**config.mk**
```make
export PLATFORM = sky130hd
export DESIGN_NAME = expr_lane_pipe
export DESIGN_NICKNAME = d
export VERILOG_FILES = /design/src/rtl/expr_lane_pkg.sv /design/src/rtl/expr_lane_pipe_alu.sv /design/src/rtl/expr_lane_pipe.sv
export SDC_FILE = /design/constraint.sdc
export NUM_CORES = 1
export LEC_CHECK = 0
export CORE_MARGIN = 2
export CORE_UTILIZATION = 65
export CTS_CLUSTER_SIZE = 8
export DETAILED_ROUTE_END_ITERATION = 6
export PLACE_DENSITY = 0.9
export SYNTH_ARGS = -nofsm -noshare
export SYNTH_HDL_FRONTEND = slang
export SYNTH_SLANG_ARGS = --single-unit
```
**constraint.sdc**
```tcl
create_clock -name clk -period 16.4 [get_ports clk]
set_input_delay 3.28 -clock clk [delete_from_list [all_inputs] [get_ports clk]]
set_output_delay 3.28 -clock clk [all_outputs]
set_load 0.05 [all_outputs]
```
**src/rtl/expr_lane_pkg.sv**
```systemverilog
`default_nettype none
// ============================================================================
//  Module      : expr_lane_pkg
//  Description : Shared opcode encoding and saturation-limit helpers for the
//                expr_lane_pipe datapath.
//  Revision    : 1.0 - initial release
// ============================================================================
package expr_lane_pkg;

  localparam int OP_W  = 3;
  localparam int MAX_W = 16;

  typedef enum logic [OP_W-1:0] {
    OP_ADD = 3'd0,
    OP_SUB = 3'd1,
    OP_MUL = 3'd2,
    OP_AND = 3'd3,
    OP_XOR = 3'd4,
    OP_GE  = 3'd5,
    OP_SHR = 3'd6,
    OP_ACC = 3'd7
  } op_e;

  // Largest representable value of a w-bit lane (low w bits are meaningful).
  function automatic logic [MAX_W-1:0] sat_max_val(input int w, input bit sgn);
    return sgn ? ((16'd1 << (w - 1)) - 16'd1) : ((16'd1 << w) - 16'd1);
  endfunction

  // Smallest representable value of a w-bit lane (low w bits are meaningful).
  function automatic logic [MAX_W-1:0] sat_min_val(input int w, input bit sgn);
    return sgn ? (16'd1 << (w - 1)) : 16'd0;
  endfunction

endpackage
`default_nettype wire

```
**src/rtl/expr_lane_pipe_alu.sv**
```systemverilog
`default_nettype none
// ============================================================================
//  Module      : expr_lane_alu
//  Description : Combinational single-lane datapath. Signedness is fixed by
//                the SIGNED parameter. Optional saturation of ADD/SUB/ACC is
//                enabled by defining EXPR_LANE_PIPE_SAT_EN.
//  Revision    : 1.0 - initial release
// ============================================================================
module expr_lane_alu
  import expr_lane_pkg::*;
#(
  parameter int W      = 6,
  parameter bit SIGNED = 1'b0
) (
  input  op_e          op,
  input  logic [W-1:0] a,
  input  logic [W-1:0] b,
  input  logic [W-1:0] acc,
  output logic [W-1:0] res,
  output logic         ovf
);

  localparam int SH_W = $clog2(W);

  // ACC reuses the adder with the accumulator as the first operand.
  logic [W-1:0]    add_x;
  logic [W-1:0]    add_y;
  logic [W:0]      sum;
  logic [W:0]      diff;
  logic [SH_W-1:0] sh;
  logic            add_ovf;
  logic            sub_ovf;
  logic            ge;
  logic [W-1:0]    shr;

  assign add_x = (op == OP_ACC) ? acc : a;
  assign add_y = (op == OP_ACC) ? a : b;
  assign sum   = {1'b0, add_x} + {1'b0, add_y};
  assign diff  = {1'b0, a} - {1'b0, b};
  assign sh    = b[SH_W-1:0];

  if (SIGNED) begin : g_signed
    // Overflow when like-signed operands produce a result of the other sign.
    assign add_ovf = (add_x[W-1] == add_y[W-1]) && (sum[W-1] != add_x[W-1]);
    assign sub_ovf = (a[W-1] != b[W-1]) && (diff[W-1] != a[W-1]);
    assign ge      = ($signed(a) >= $signed(b));
    assign shr     = $signed(a) >>> sh;
  end else begin : g_unsigned
    // Carry out of the adder, borrow out of the subtractor.
    assign add_ovf = sum[W];
    assign sub_ovf = diff[W];
    assign ge      = (a >= b);
    assign shr     = a >> sh;
  end

`ifdef EXPR_LANE_PIPE_SAT_EN
  localparam logic [MAX_W-1:0] SAT_MAX_F = sat_max_val(W, SIGNED);
  localparam logic [MAX_W-1:0] SAT_MIN_F = sat_min_val(W, SIGNED);
  localparam logic [W-1:0]     SAT_MAX   = SAT_MAX_F[W-1:0];
  localparam logic [W-1:0]     SAT_MIN   = SAT_MIN_F[W-1:0];

  // Signed overflow direction follows the first operand's sign; unsigned
  // addition can only overflow upward and subtraction only downward.
  logic [W-1:0] add_sat;
  logic [W-1:0] sub_sat;
  assign add_sat = (SIGNED && add_x[W-1]) ? SAT_MIN : SAT_MAX;
  assign sub_sat = SIGNED ? (a[W-1] ? SAT_MIN : SAT_MAX) : SAT_MIN;
`endif

  // Opcode result selection; overflow only reported for the additive ops.
  always_comb begin
    res = '0;
    ovf = 1'b0;
    case (op)
      OP_ADD, OP_ACC: begin
        res = sum[W-1:0];
        ovf = add_ovf;
`ifdef EXPR_LANE_PIPE_SAT_EN
        if (add_ovf) res = add_sat;
`endif
      end
      OP_SUB: begin
        res = diff[W-1:0];
        ovf = sub_ovf;
`ifdef EXPR_LANE_PIPE_SAT_EN
        if (sub_ovf) res = sub_sat;
`endif
      end
      OP_MUL:  res = a * b;
      OP_AND:  res = a & b;
      OP_XOR:  res = a ^ b;
      OP_GE:   res = {{(W-1){1'b0}}, ge};
      OP_SHR:  res = shr;
      default: res = '0;
    endcase
  end

endmodule
`default_nettype wire

```
**src/rtl/expr_lane_pipe.sv**
```systemverilog
`default_nettype none
// ============================================================================
//  Module      : expr_lane_pipe
//  Description : Two-stage valid/ready pipeline evaluating one opcode across
//                LANES operand pairs, with per-lane accumulators and overflow
//                flags. Saturating mode: define EXPR_LANE_PIPE_SAT_EN.
//  Revision    : 1.0 - initial release
// ============================================================================
module expr_lane_pipe
  import expr_lane_pkg::*;
#(
  parameter int               LANES       = 6,
  parameter int               W           = 6,
  parameter logic [LANES-1:0] SIGNED_MASK = 6'b111000
) (
  input  logic               clk,
  input  logic               rst,
  input  logic               in_valid,
  output logic               in_ready,
  input  logic [OP_W-1:0]    in_op,
  input  logic [LANES*W-1:0] in_a,
  input  logic [LANES*W-1:0] in_b,
  output logic               out_valid,
  input  logic               out_ready,
  output logic [LANES*W-1:0] out_y,
  output logic [LANES-1:0]   out_ovf,
  output logic               out_par
);

  logic               advance;
  logic               s1_valid;
  op_e                s1_op;
  logic [LANES*W-1:0] s1_a;
  logic [LANES*W-1:0] s1_b;
  logic [LANES*W-1:0] res_all;
  logic [LANES-1:0]   ovf_all;

  // The whole pipe moves together whenever the output slot is free or drained.
  assign advance  = !out_valid || out_ready;
  assign in_ready = advance;

  // Stage 1: capture the accepted transaction.
  always_ff @(posedge clk or posedge rst) begin
    if (rst) begin
      s1_valid <= 1'b0;
      s1_op    <= OP_ADD;
      s1_a     <= '0;
      s1_b     <= '0;
    end else if (advance) begin
      s1_valid <= in_valid;
      if (in_valid) begin
        s1_op <= op_e'(in_op);
        s1_a  <= in_a;
        s1_b  <= in_b;
      end
    end
  end

  for (genvar i = 0; i < LANES; i++) begin : g_lane
    logic [W-1:0] acc;

    expr_lane_alu #(
      .W      (W),
      .SIGNED (SIGNED_MASK[i])
    ) u_alu (
      .op  (s1_op),
      .a   (s1_a[i*W +: W]),
      .b   (s1_b[i*W +: W]),
      .acc (acc),
      .res (res_all[i*W +: W]),
      .ovf (ovf_all[i])
    );

    // Accumulator commits alongside stage 2, so a following ACC sees it at once.
    always_ff @(posedge clk or posedge rst) begin
      if (rst) begin
        acc <= '0;
      end else if (advance && s1_valid && (s1_op == OP_ACC)) begin
        acc <= res_all[i*W +: W];
      end
    end
  end

  // Stage 2: register lane results, overflow flags and parity.
  always_ff @(posedge clk or posedge rst) begin
    if (rst) begin
      out_valid <= 1'b0;
      out_y     <= '0;
      out_ovf   <= '0;
      out_par   <= 1'b0;
    end else if (advance) begin
      out_valid <= s1_valid;
      if (s1_valid) begin
        out_y   <= res_all;
        out_ovf <= ovf_all;
        out_par <= ^res_all;
      end
    end
  end

endmodule
`default_nettype wire

```
Word level (Yosys, flattened, before mapping)
Cells that the tools add are included.
{"block": "classes", "div_mod_pow": 0, "n_eq_ne": 19, "n_shift": 6, "n_reduce_logical": 15, "mux": 24, "bitwise_logic": 12, "n_addsub": 12, "n_mul": 6, "magnitude_cmp": 6}
{"op": "case mux 6 bit (7 select lines)", "n": 6}
{"op": "two-way mux 6 bit", "n": 12}
{"op": "AND 6 bit", "n": 6}
{"op": ">= comparator 6 bit", "n": 6}
{"op": "multiplier 6 x 6 -> 6 bit", "n": 6}
{"op": "XOR reduction 36 bit", "n": 1}
{"op": "XOR 6 bit", "n": 6}
{"op": "adder 6 x 6 -> 7 bit", "n": 3}
{"op": "subtractor 6 x 6 -> 7 bit", "n": 3}
{"op": "adder 6 bit", "n": 3}
{"op": ">> shifter 6 x 3 -> 6 bit", "n": 3}
{"op": ">>> shifter 6 x 3 -> 6 bit", "n": 3}
{"op": "subtractor 6 bit", "n": 3}
{"op": "equality test 3 bit (second input constant)", "n": 4}
{"op": "case mux 1 bit (2 select lines)", "n": 6}
{"op": "!= test 1 bit", "n": 9}
{"op": "logical AND 1 bit", "n": 8}
{"op": "equality test 3 x 2 -> 1 bit (second input constant)", "n": 2}
{"op": "AND reduction 2 bit", "n": 2}
{"op": "equality test 1 bit", "n": 3}
{"op": "equality test 3 x 1 -> 1 bit (second input constant)", "n": 1}
{"op": "zero test 3 bit", "n": 1}
{"op": "OR reduction 2 bit", "n": 1}
{"op": "zero test 1 bit", "n": 1}
{"op": "logical OR 1 bit", "n": 1}
{"block": "totals", "in_bits": 79, "latchBits": 0, "romBits": 0, "out_inout_bits": 45, "wordCells": 114, "memories": 0, "ram_bits": 0, "reg_bits": 156}

Longest topological paths before layout
{"block": "depth", "word_depth": 6, "ltp_mapped": 21, "mapped_depth_nobuf": 19}

Cells and area by module
From an unflattened synthesis, not the netlist that was laid out.
{"block": "unflattened", "cells_unflattened": 1621, "area_unflattened_um2": 15374.7}
{"mod": "expr_lane_pipe", "cells_per_inst": 369, "n_inst": 1, "area_per_inst_um2": 6085.8, "seq_area_each_um2": 3903.7}
{"mod": "expr_lane_alu (g_lane[4].u_alu ...)", "cells_per_inst": 208, "n_inst": 2, "area_per_inst_um2": 1555.2, "seq_area_each_um2": 0.0}
{"mod": "expr_lane_alu (g_lane[0].u_alu ...)", "cells_per_inst": 204, "n_inst": 2, "area_per_inst_um2": 1524.0, "seq_area_each_um2": 0.0}
{"mod": "expr_lane_alu (g_lane[3].u_alu)", "cells_per_inst": 225, "n_inst": 1, "area_per_inst_um2": 1625.3, "seq_area_each_um2": 0.0}
{"mod": "expr_lane_alu (g_lane[2].u_alu)", "cells_per_inst": 203, "n_inst": 1, "area_per_inst_um2": 1505.2, "seq_area_each_um2": 0.0}

Worst setup path after synthesis
No wires, ideal clock.
{"block": "synth_path", "path_type": "input port to output port", "startpoint": "input out_ready", "endpoint": "output in_ready", "slack_ps": 9374, "required_time_ps": 13120, "stages": 1, "n_path_buf": 0, "t_arrival_ps": 3746, "cell_sequence": "nand2b_1"}
{"block": "synth_between", "elab_chain_cells": 1}
{"item": "from (decl)", "line": "expr_lane_pipe.sv:24", "rtl": "input logic out_ready,"}
{"item": "logical OR 1 bit", "line": "expr_lane_pipe.sv:39", "rtl": "assign advance = !out_valid || out_ready;"}
{"item": "to (decl)", "line": "expr_lane_pipe.sv:19", "rtl": "output logic in_ready,"}
No other way between the ends.

Worst setup path in the final report
Same ends and word-level chain as after synthesis.

==> Flow_metrics.wiki <==
{| class="wikitable"
! Metric !! Value
|-
| Routed vias || 12758
|-
| Cell with the biggest individual delay on the critical path || sky130_fd_sc_hd__clkdlybuf4s50_1
|-
| Post-route DRC || 0
|-
| Fin. Hold Viols || 0
|-
| Post-Syn Nets || 1865
|-
| Worst-case setup slack after placement || 8.29 ns
|-
| Fraction of the mapped netlist area in compound gates || 15.1%
|-
| Antenna Cells || 0
|-
| Overall track demand over capacity in global routing || 34.3%
|-
| Cell repeated most along the worst path || sky130_fd_sc_hd__clkdlybuf4s50_1
|-
| Total wire length || 41200 um
|-
| Status || complete, no violations
|-
| Latest clock arrival within the worst-skew pair || 0.44 ns
|-
| Cell internal pwr || 1720 uW
|-
| Num CTS Buffers || 17
|-
| Count of endpoints failing setup in the final report || 0
|-
| CTS tree || done
|-
| Height of the chip || 157 um
|-
| Fin Hold WS || 0.480 ns
|-
| Max-slew violation count || 0
|-
| Worst IR Drop VDD || 0.154 mV
|-
| Standard cell core area || 22800 um^2
|-
| Most used flip-flop cell after synthesis || sky130_fd_sc_hd__dfrtp_1
|-
| Count of nets after finishing || 1922
|-
| Fraction of layout cells with a size suffix above 1 || 16.6%
|-
| Critical path startpoint category || input pin
|-
| Worst path top cell family by delay || buffers and inverters
|-
| Routed wirelength normalized by instance count || 20.8 um
|-
| Multi-input gate area in the final layout || 10300 um^2
|-
| Number of global-route vias before repair || 12821
|-
| Final clock period utilization by the worst path || 49.5%
|-
| Top-Level Pins || 124
|-
| Number of cell rows || 55
|-
| Share of the yosys chip area belonging to registers || 25.7%
|-
| Number of warnings reported in the yosys synthesis log || 0
|-
| Synth async-reset ratio || 100%
|-
| Fraction of synthesized cell area in xor and xnor cells || 8.38%
|-
| CTS clk-pin slew, worst paths || 0.06 ns
|-
| Largest net degree at the start of global routing || 87
|-
| Max Clk Rate || 0.123 GHz
|-
| Cell area power density || 182 nW/um^2
|-
| Switching power total || 1370 uW
|-
| Maximum capacitance violations || 0
|-
| Pwr Total || 3090 uW
|-
| DIE AREA || 24600 um^2
|-
| Req. time, crit path || 13.12 ns
|-
| Gate Count Post-Synth || 1597
|-
| Average vias per placed instance || 6.45
|-
| Synthesized area per cell || 9.50 um^2
|-
| Critical Path End Type || primary output
|-
| Fraction of power spent switching nets || 44.5%
|-
| Die width || 157 um
|-
| Final weighted congestion in routability-driven placement || 0.978
|-
| Clock network fraction of design power || 13.5%
|-
| Kind of path behind the tightest hold check || flop to flop
|-
| Cell area after layout || 17000 um^2
|-
| Clock Tree Root || sky130_fd_sc_hd__clkbuf_16
|-
| Area occupied by registers || 3910 um^2
|-
| Period minus WS final || 8.11 ns
|-
| Data arrival time of the critical path || 4.83 ns
|-
| Startpoint-to-endpoint class of the critical path || input pin to primary output
|-
| Setup ws final || 8.29 ns
|-
| Flop-to-flop setup slack || 10.66 ns
|-
| First-pass GRT wire length || 66400 um
|-
| Largest fanout on the critical path || 5
|-
| Initial antenna violation count || 0
|-
| Buffers plus inverters on the worst setup path || 2
|-
| Worst Tran Pin Value || 1.06 ns
|-
| Count of clock tree sinks || 156
|-
| Final setup TNS || 0 ns
|-
| Dominant combinational cell family by area after synthesis || adder cells
|-
| Part of the total power dissipated in sequential elements || 21.7%
|-
| Share of synthesized area spent on multiplexers || 17.0%
|-
| Sum of overflow across all layers after global routing || 0
|-
| Post-synth EDFFs || 0
|-
| # Post-CTS Setup Buffers || 0
|-
| RSZ-0062 raised after global routing || no
|-
| Number of buffers inserted by hold repair at cts || 0
|-
| Summed instance area of the synthesized netlist || 15200 um^2
|-
| Number of design-rule violations left by the first detailed-router iteration || 1541
|-
| Largest stage delay, worst path || 0.86 ns
|-
| Post-synthesis register bit count || 156
|-
| Worst path cell trace || clkdlybuf4s50_1, nand2b_1, clkdlybuf4s50_1
|-
| Placed cell area || 16400 um^2
|-
| Worst slew slack as a fraction of its limit || 29.5%
|-
| Count of buffers from port buffering || 123
|-
| Static power due to leakage || 0.00754 uW
|-
| Detailed-routing iteration count for the pre-antenna-repair pass || 6
|-
| Worst clock skew on the final layout || 0.0124 ns
|-
| Count of cell types in the netlist || 82
|-
| Half-perimeter wire length after placement || 28100 um
|-
| Fillers || 1559
|-
| Cells resized by post-CTS repair || 0
|-
| Syn-to-layout area delta || 12.2%
|-
| Initial cell density of the core || 66.6%
|-
| Logic gate share of total power || 64.7%
|-
| Fraction of the mapped netlist area in simple logic gates || 9.59%
|-
| Detail Route Antenna Nets || 0
|-
| Maximum count of clock buffers along a single path || 2
|-
| H-Tree Depth || 4
|-
| Area share of fa/ha/maj cells after synthesis || 17.9%
|}
final cells by class:
| type | count | area share (%) |
|---|---|---|
| Sequential cell | 156 | 22.9 |
| Inverter | 129 | 2.87 |
| Multi-Input combinational cell | 1217 | 60.7 |
| Timing Repair Buffer | 133 | 7.67 |
| Clock inverter | 6 | 0.647 |
| Tap cell | 313 | 2.30 |
| Clock buffer | 24 | 2.89 |
per-stage QoR:
stage / util (%) / std cells
2_1_floorplan: - / 1597
3_3_place_gp: 72.1 / 1948
3_5_place_dp: 72.1 / 1948
4_1_cts: 74.7 / 1978
5_1_grt: 74.7 / 1978
6_report: 74.7 / 1978
logic make-up (layout without fill, tap and decap cells):
group / count (synthesis) / in the layout
AO/OA/AOI/OAI: 361 / 361
AND/OR/NAND/NOR: 314 / 314
buffers and inverters: 224 / 292
multiplexers: 220 / 220
adder cells (fa/ha/maj): 192 / 192
flip-flops: 156 / 156
XOR/XNOR: 130 / 130
registers in the layout, indices dropped and copies added, names as in the netlist:
register	count
s1_a	36
s1_b	36
out_valid	1
s1_valid	1
out_ovf	6
s1_op	3
out_par	1
g_lane.acc	36
out_y	36
synth_stat cells, types with 8 or more instances:
library cell	instances	area share [%]
sky130_fd_sc_hd__mux2i_1	12	0.79
sky130_fd_sc_hd__o211ai_1	18	0.89
sky130_fd_sc_hd__buf_6	8	0.59
sky130_fd_sc_hd__nand3_1	8	0.26
sky130_fd_sc_hd__a211oi_1	8	0.40
sky130_fd_sc_hd__xnor2_1	92	5.3
sky130_fd_sc_hd__nor2_1	69	1.7
sky130_fd_sc_hd__buf_4	11	0.54
sky130_fd_sc_hd__nand2_1	147	3.6
sky130_fd_sc_hd__ha_1	147	12
sky130_fd_sc_hd__o21bai_1	9	0.45
sky130_fd_sc_hd__mux2_2	198	15
sky130_fd_sc_hd__o21ai_0	84	2.8
sky130_fd_sc_hd__buf_2	16	0.53
sky130_fd_sc_hd__a31oi_1	11	0.45
sky130_fd_sc_hd__o21ai_1	18	0.59
sky130_fd_sc_hd__clkbuf_1	53	1.3
sky130_fd_sc_hd__a21o_1	25	1.2
sky130_fd_sc_hd__o21a_1	10	0.49
sky130_fd_sc_hd__mux4_2	10	1.5
sky130_fd_sc_hd__o22ai_1	13	0.54
sky130_fd_sc_hd__xnor3_1	8	1.2
sky130_fd_sc_hd__nand2b_1	16	0.66
sky130_fd_sc_hd__a21oi_1	98	3.2
sky130_fd_sc_hd__inv_1	126	3.1
sky130_fd_sc_hd__o221ai_1	8	0.46
sky130_fd_sc_hd__fa_1	42	5.5
sky130_fd_sc_hd__xor2_1	27	1.6
sky130_fd_sc_hd__nor2b_1	16	0.66
sky130_fd_sc_hd__and2_1	17	0.70
sky130_fd_sc_hd__dfrtp_1	156	26
final timing paths:
| kind | to | startpoint | cells after the start |
|---|---|---|---|
| worst max-delay path | in_ready | out_ready | 3 |
| worst min-delay path | out_y[13] | out_y[13] | 2 |
| worst max register to register | out_par | s1_op[1] | 15 |
| worst min register to register | out_y[13] | out_y[13] | 2 |
| max in group asynchronous | s1_op[1] | rst | 3 |
| min in group asynchronous | s1_b[26] | rst | 2 |
per-layer routing:
metal | track usage (%) | routed length [um]
met1 | 44.6 | 16400
met2 | 55.9 | 19300
met3 | 6.06 | 3630
met4 | 15.5 | 1810
met5 | 0 | 0
worst register-to-register path, cell delays in order, from the launching register on:
cell and delay [ns]:
sky130_fd_sc_hd__dfrtp_2 0.65, sky130_fd_sc_hd__nand3_4 0.18, sky130_fd_sc_hd__buf_4 0.78, sky130_fd_sc_hd__mux2_2 0.49
sky130_fd_sc_hd__ha_1 0.26, sky130_fd_sc_hd__fa_1 0.48, sky130_fd_sc_hd__a21o_1 0.18, sky130_fd_sc_hd__a21oi_1 0.22
sky130_fd_sc_hd__xor2_1 0.12, sky130_fd_sc_hd__a22oi_1 0.43, sky130_fd_sc_hd__xnor3_1 0.53, sky130_fd_sc_hd__xnor2_1 0.20
sky130_fd_sc_hd__xnor3_1 0.42, sky130_fd_sc_hd__xnor3_1 0.40, sky130_fd_sc_hd__xnor3_1 0.22, sky130_fd_sc_hd__o21ai_1 0.12
power groups by stage:
stage                     registers, uW  logic, uW  clock network [uW]
after floorplan                     769       1380                   0
after global placement              665       1890                   0
after detailed placement            672       1950                   0
after CTS                           666       1980                 421
after global routing                687       2140                 436
final                               672       2000                 418
cells in the final DEF, fill, tap and decap left out, types with 4 or more instances in the layout:
cell	Yosys	layout
sky130_fd_sc_hd__ha_1	147	147
sky130_fd_sc_hd__mux2_2	198	198
sky130_fd_sc_hd__a32oi_1	4	4
sky130_fd_sc_hd__a211o_1	5	5
sky130_fd_sc_hd__clkbuf_16	0	17
sky130_fd_sc_hd__o21ai_1	18	17
sky130_fd_sc_hd__nor3_1	7	7
sky130_fd_sc_hd__xor2_1	27	27
sky130_fd_sc_hd__buf_4	11	10
sky130_fd_sc_hd__o211ai_1	18	18
sky130_fd_sc_hd__mux2i_1	12	12
sky130_fd_sc_hd__nor2_1	69	69
sky130_fd_sc_hd__a21oi_1	98	98
sky130_fd_sc_hd__nand2b_1	16	16
sky130_fd_sc_hd__a211oi_1	8	8
sky130_fd_sc_hd__o21bai_1	9	9
sky130_fd_sc_hd__o22ai_1	13	13
sky130_fd_sc_hd__clkdlybuf4s50_1	0	123
sky130_fd_sc_hd__nand2_1	147	145
sky130_fd_sc_hd__xnor2_1	92	92
sky130_fd_sc_hd__xnor3_1	8	8
sky130_fd_sc_hd__nand4_1	5	5
sky130_fd_sc_hd__o21a_1	10	10
sky130_fd_sc_hd__fa_1	42	42
sky130_fd_sc_hd__o31ai_1	7	7
sky130_fd_sc_hd__nand3b_1	4	4
sky130_fd_sc_hd__nor2b_1	16	16
sky130_fd_sc_hd__clkbuf_8	0	4
sky130_fd_sc_hd__o221ai_1	8	8
sky130_fd_sc_hd__a31oi_1	11	11
sky130_fd_sc_hd__a21o_1	25	25
sky130_fd_sc_hd__a221oi_1	5	5
sky130_fd_sc_hd__mux4_2	10	10
sky130_fd_sc_hd__o21ai_0	84	84
sky130_fd_sc_hd__nand3_1	8	8
sky130_fd_sc_hd__and2_1	17	17
sky130_fd_sc_hd__dfrtp_1	156	153
sky130_fd_sc_hd__a22oi_1	6	6
sky130_fd_sc_hd__inv_1	126	125
No activity file was read; power rests on OpenSTA's default activity.
==> RTL change, RTL diff (same settings) <==
The option `EXPR_LANE_PIPE_SAT_EN` is turned on by a define.
--- a/src/rtl/expr_lane_pipe_alu.sv
+++ b/src/rtl/expr_lane_pipe_alu.sv
@@ -6,6 +6,8 @@
 //                enabled by defining EXPR_LANE_PIPE_SAT_EN.
 //  Revision    : 1.0 - initial release
 // ============================================================================
+`define EXPR_LANE_PIPE_SAT_EN
+
 module expr_lane_alu
   import expr_lane_pkg::*;
 #(
Formal check against the unedited RTL: not equivalent (a bounded check fails within 4 cycles, from zero or initial values and one cycle with rst high).
==> RTL change against the unedited design <==
  * Sequential cell count stayed put
  * Count of clock-buffer cells in the layout is 4 lower
  * Global-route usage is 1.5 points higher
  * Wire length is 5.9% higher
  * Clock skew is 1.2 ps lower
  * Maximum frequency is 0.95% lower
  * Area after synthesis is 1.2% higher
  * Power is 0.99% higher
  * Largest cell class unchanged
  * Setup slack worse by 78 ps
  * Critical path type unchanged
  * Cell area is 1.7% higher
  * Cell count is 7.0% higher
==> RTL change: results (changes against the unedited design) <==
[routing]
drtIter0Drc = 1501  ; -2.6%
via_per_inst = 6.44  ; -0.19%
route.layer.met1.wl_um = 17400  ; +6.0%
wl_met3_um = 4340  ; +20%
avgRoutedWirePerCell_um = 20.6  ; -1.0%
routed.top_layer = met5

[placement]
dp_hpwl_um = 30700  ; +9.1%
placed_cell_area_um2 = 16700  ; +1.7%
place_congestion = 0.936  ; -4.3%

[yosys]
muxShareOfSynthArea_pct = 12.2  ; -4.7 points
synth_compound_area_share_pct = 18.0  ; +2.9 points
synthTopCellsByArea = dfrtp_1 (25%), ha_1 (12%), mux2_2 (10%)
netlist_top_cells_count = nand2_1 (217), dfrtp_1 (156), o21ai_0 (156)
yosys.cell_types.count = 80  ; -2.4%
synth_xor_area_share_pct = 7.84  ; -0.53 points
synth_fa_ha_area_share_pct = 18.0  ; +0.11 points

[finish]
drive_gt1_share_pct = 11.7  ; -4.9 points
fillers = 1697  ; +8.9%

[pwr]
switching_share_pct = 45.9  ; +1.4 points
peakVddDrop_mv = 0.218  ; +42%
pwr-share-seq_pct = 20.9  ; -0.8 points
power_leakage_nw = 7.78  ; +3.1%
p_clk_share_pct = 13.7  ; +0.2 points

[setup_path]
r2r_start = s1_op[2]
rrSetupSlack_ps = 10330  ; -330 ps
reg2regPathDepth = 16  ; +1
crit_arrival_ps = 4910  ; +80 ps
path_max_fanout = 7  ; +2

[worst_hold_path]
hp-start = out_ovf[5]
worst_hold_path.num_cells = 1  ; -1
min_to = out_ovf[5]

[timing]
skew_ps = 11.2  ; -1.21 ps
final.setup.worst_slack_ps = 8210  ; -77.7 ps

[run_status]
run_status = completed

[grt]
grt_usage_pct = 35.8  ; +1.5 points
grt_pass1_wl_um = 69500  ; +4.7%
grt_pass1_vias = 13500  ; +5.2%
antenna_found_initial = 1  ; +1

RTL change: cell types whose count changed after synthesis, sizes merged, moves of 6 or more:
cell    unedited run  this run
a211oi             8        19
a21boi             1         9
a21oi             99        92
buf               42        30
clkbuf            53        63
mux2             198       137
mux2i             12        22
nand2            147       218
nand3              9        15
nor2              70        91
o21ai            102       161
o221ai             8        14
xnor2             95        79
RTL change: final cells by class:
class                   instances  area share (%)
multi-input cells            1342            61.1
flip-flops and latches        156            22.5
repair buffers                134            7.59
inverters                     134            2.93
clock buffers                  20            2.64
well taps                     319            2.30
clock inverters                12           0.939
RTL change: cell families after synthesis:
family                     after synthesis
AOI/OAI and AO/OA                      439
xor gates and xnor gates               117
adders and majority gates              193
and+or+nand+nor                        429
buffers and inverters                  227
muxes                                  164
DFF                                    156
RTL change: worst max path at each step:
| stage | from | endpoint | cells past startpoint |
|---|---|---|---|
| after global routing | out_ready | in_ready | 3 |
| after detailed placement | out_ready | in_ready | 3 |
| final | out_ready | in_ready | 3 |
| after global placement | out_ready | in_ready | 3 |
| after floorplan | rst | g_lane[0].acc[0] | 1 |
| after CTS | out_ready | in_ready | 3 |
RTL change: worst max-delay path, delay by kind of cell:
| family | cells | cell delay [ps] |
|---|---|---|
| buffers and inverters | 2 | 1320 |
| and+or+nand+nor | 1 | 310 |
RTL change: layer usage:
metal | track usage (%) | up-vias
li1 | - | 6125
met1 | 47.1 | 6524
met2 | 56.0 | 797
met3 | 7.94 | 181
met4 | 17.4 | 2
met5 | 0 | -
RTL change: per-stage QoR:
step                      total power [mW]  std cells  util, %
after floorplan                       2.14       1725        -
after global placement                2.57       2085     71.6
after detailed placement              2.64       2085     71.6
after CTS                             3.08       2117     74.2
after global routing                  3.31       2117     74.2
final                                 3.12       2117     74.2
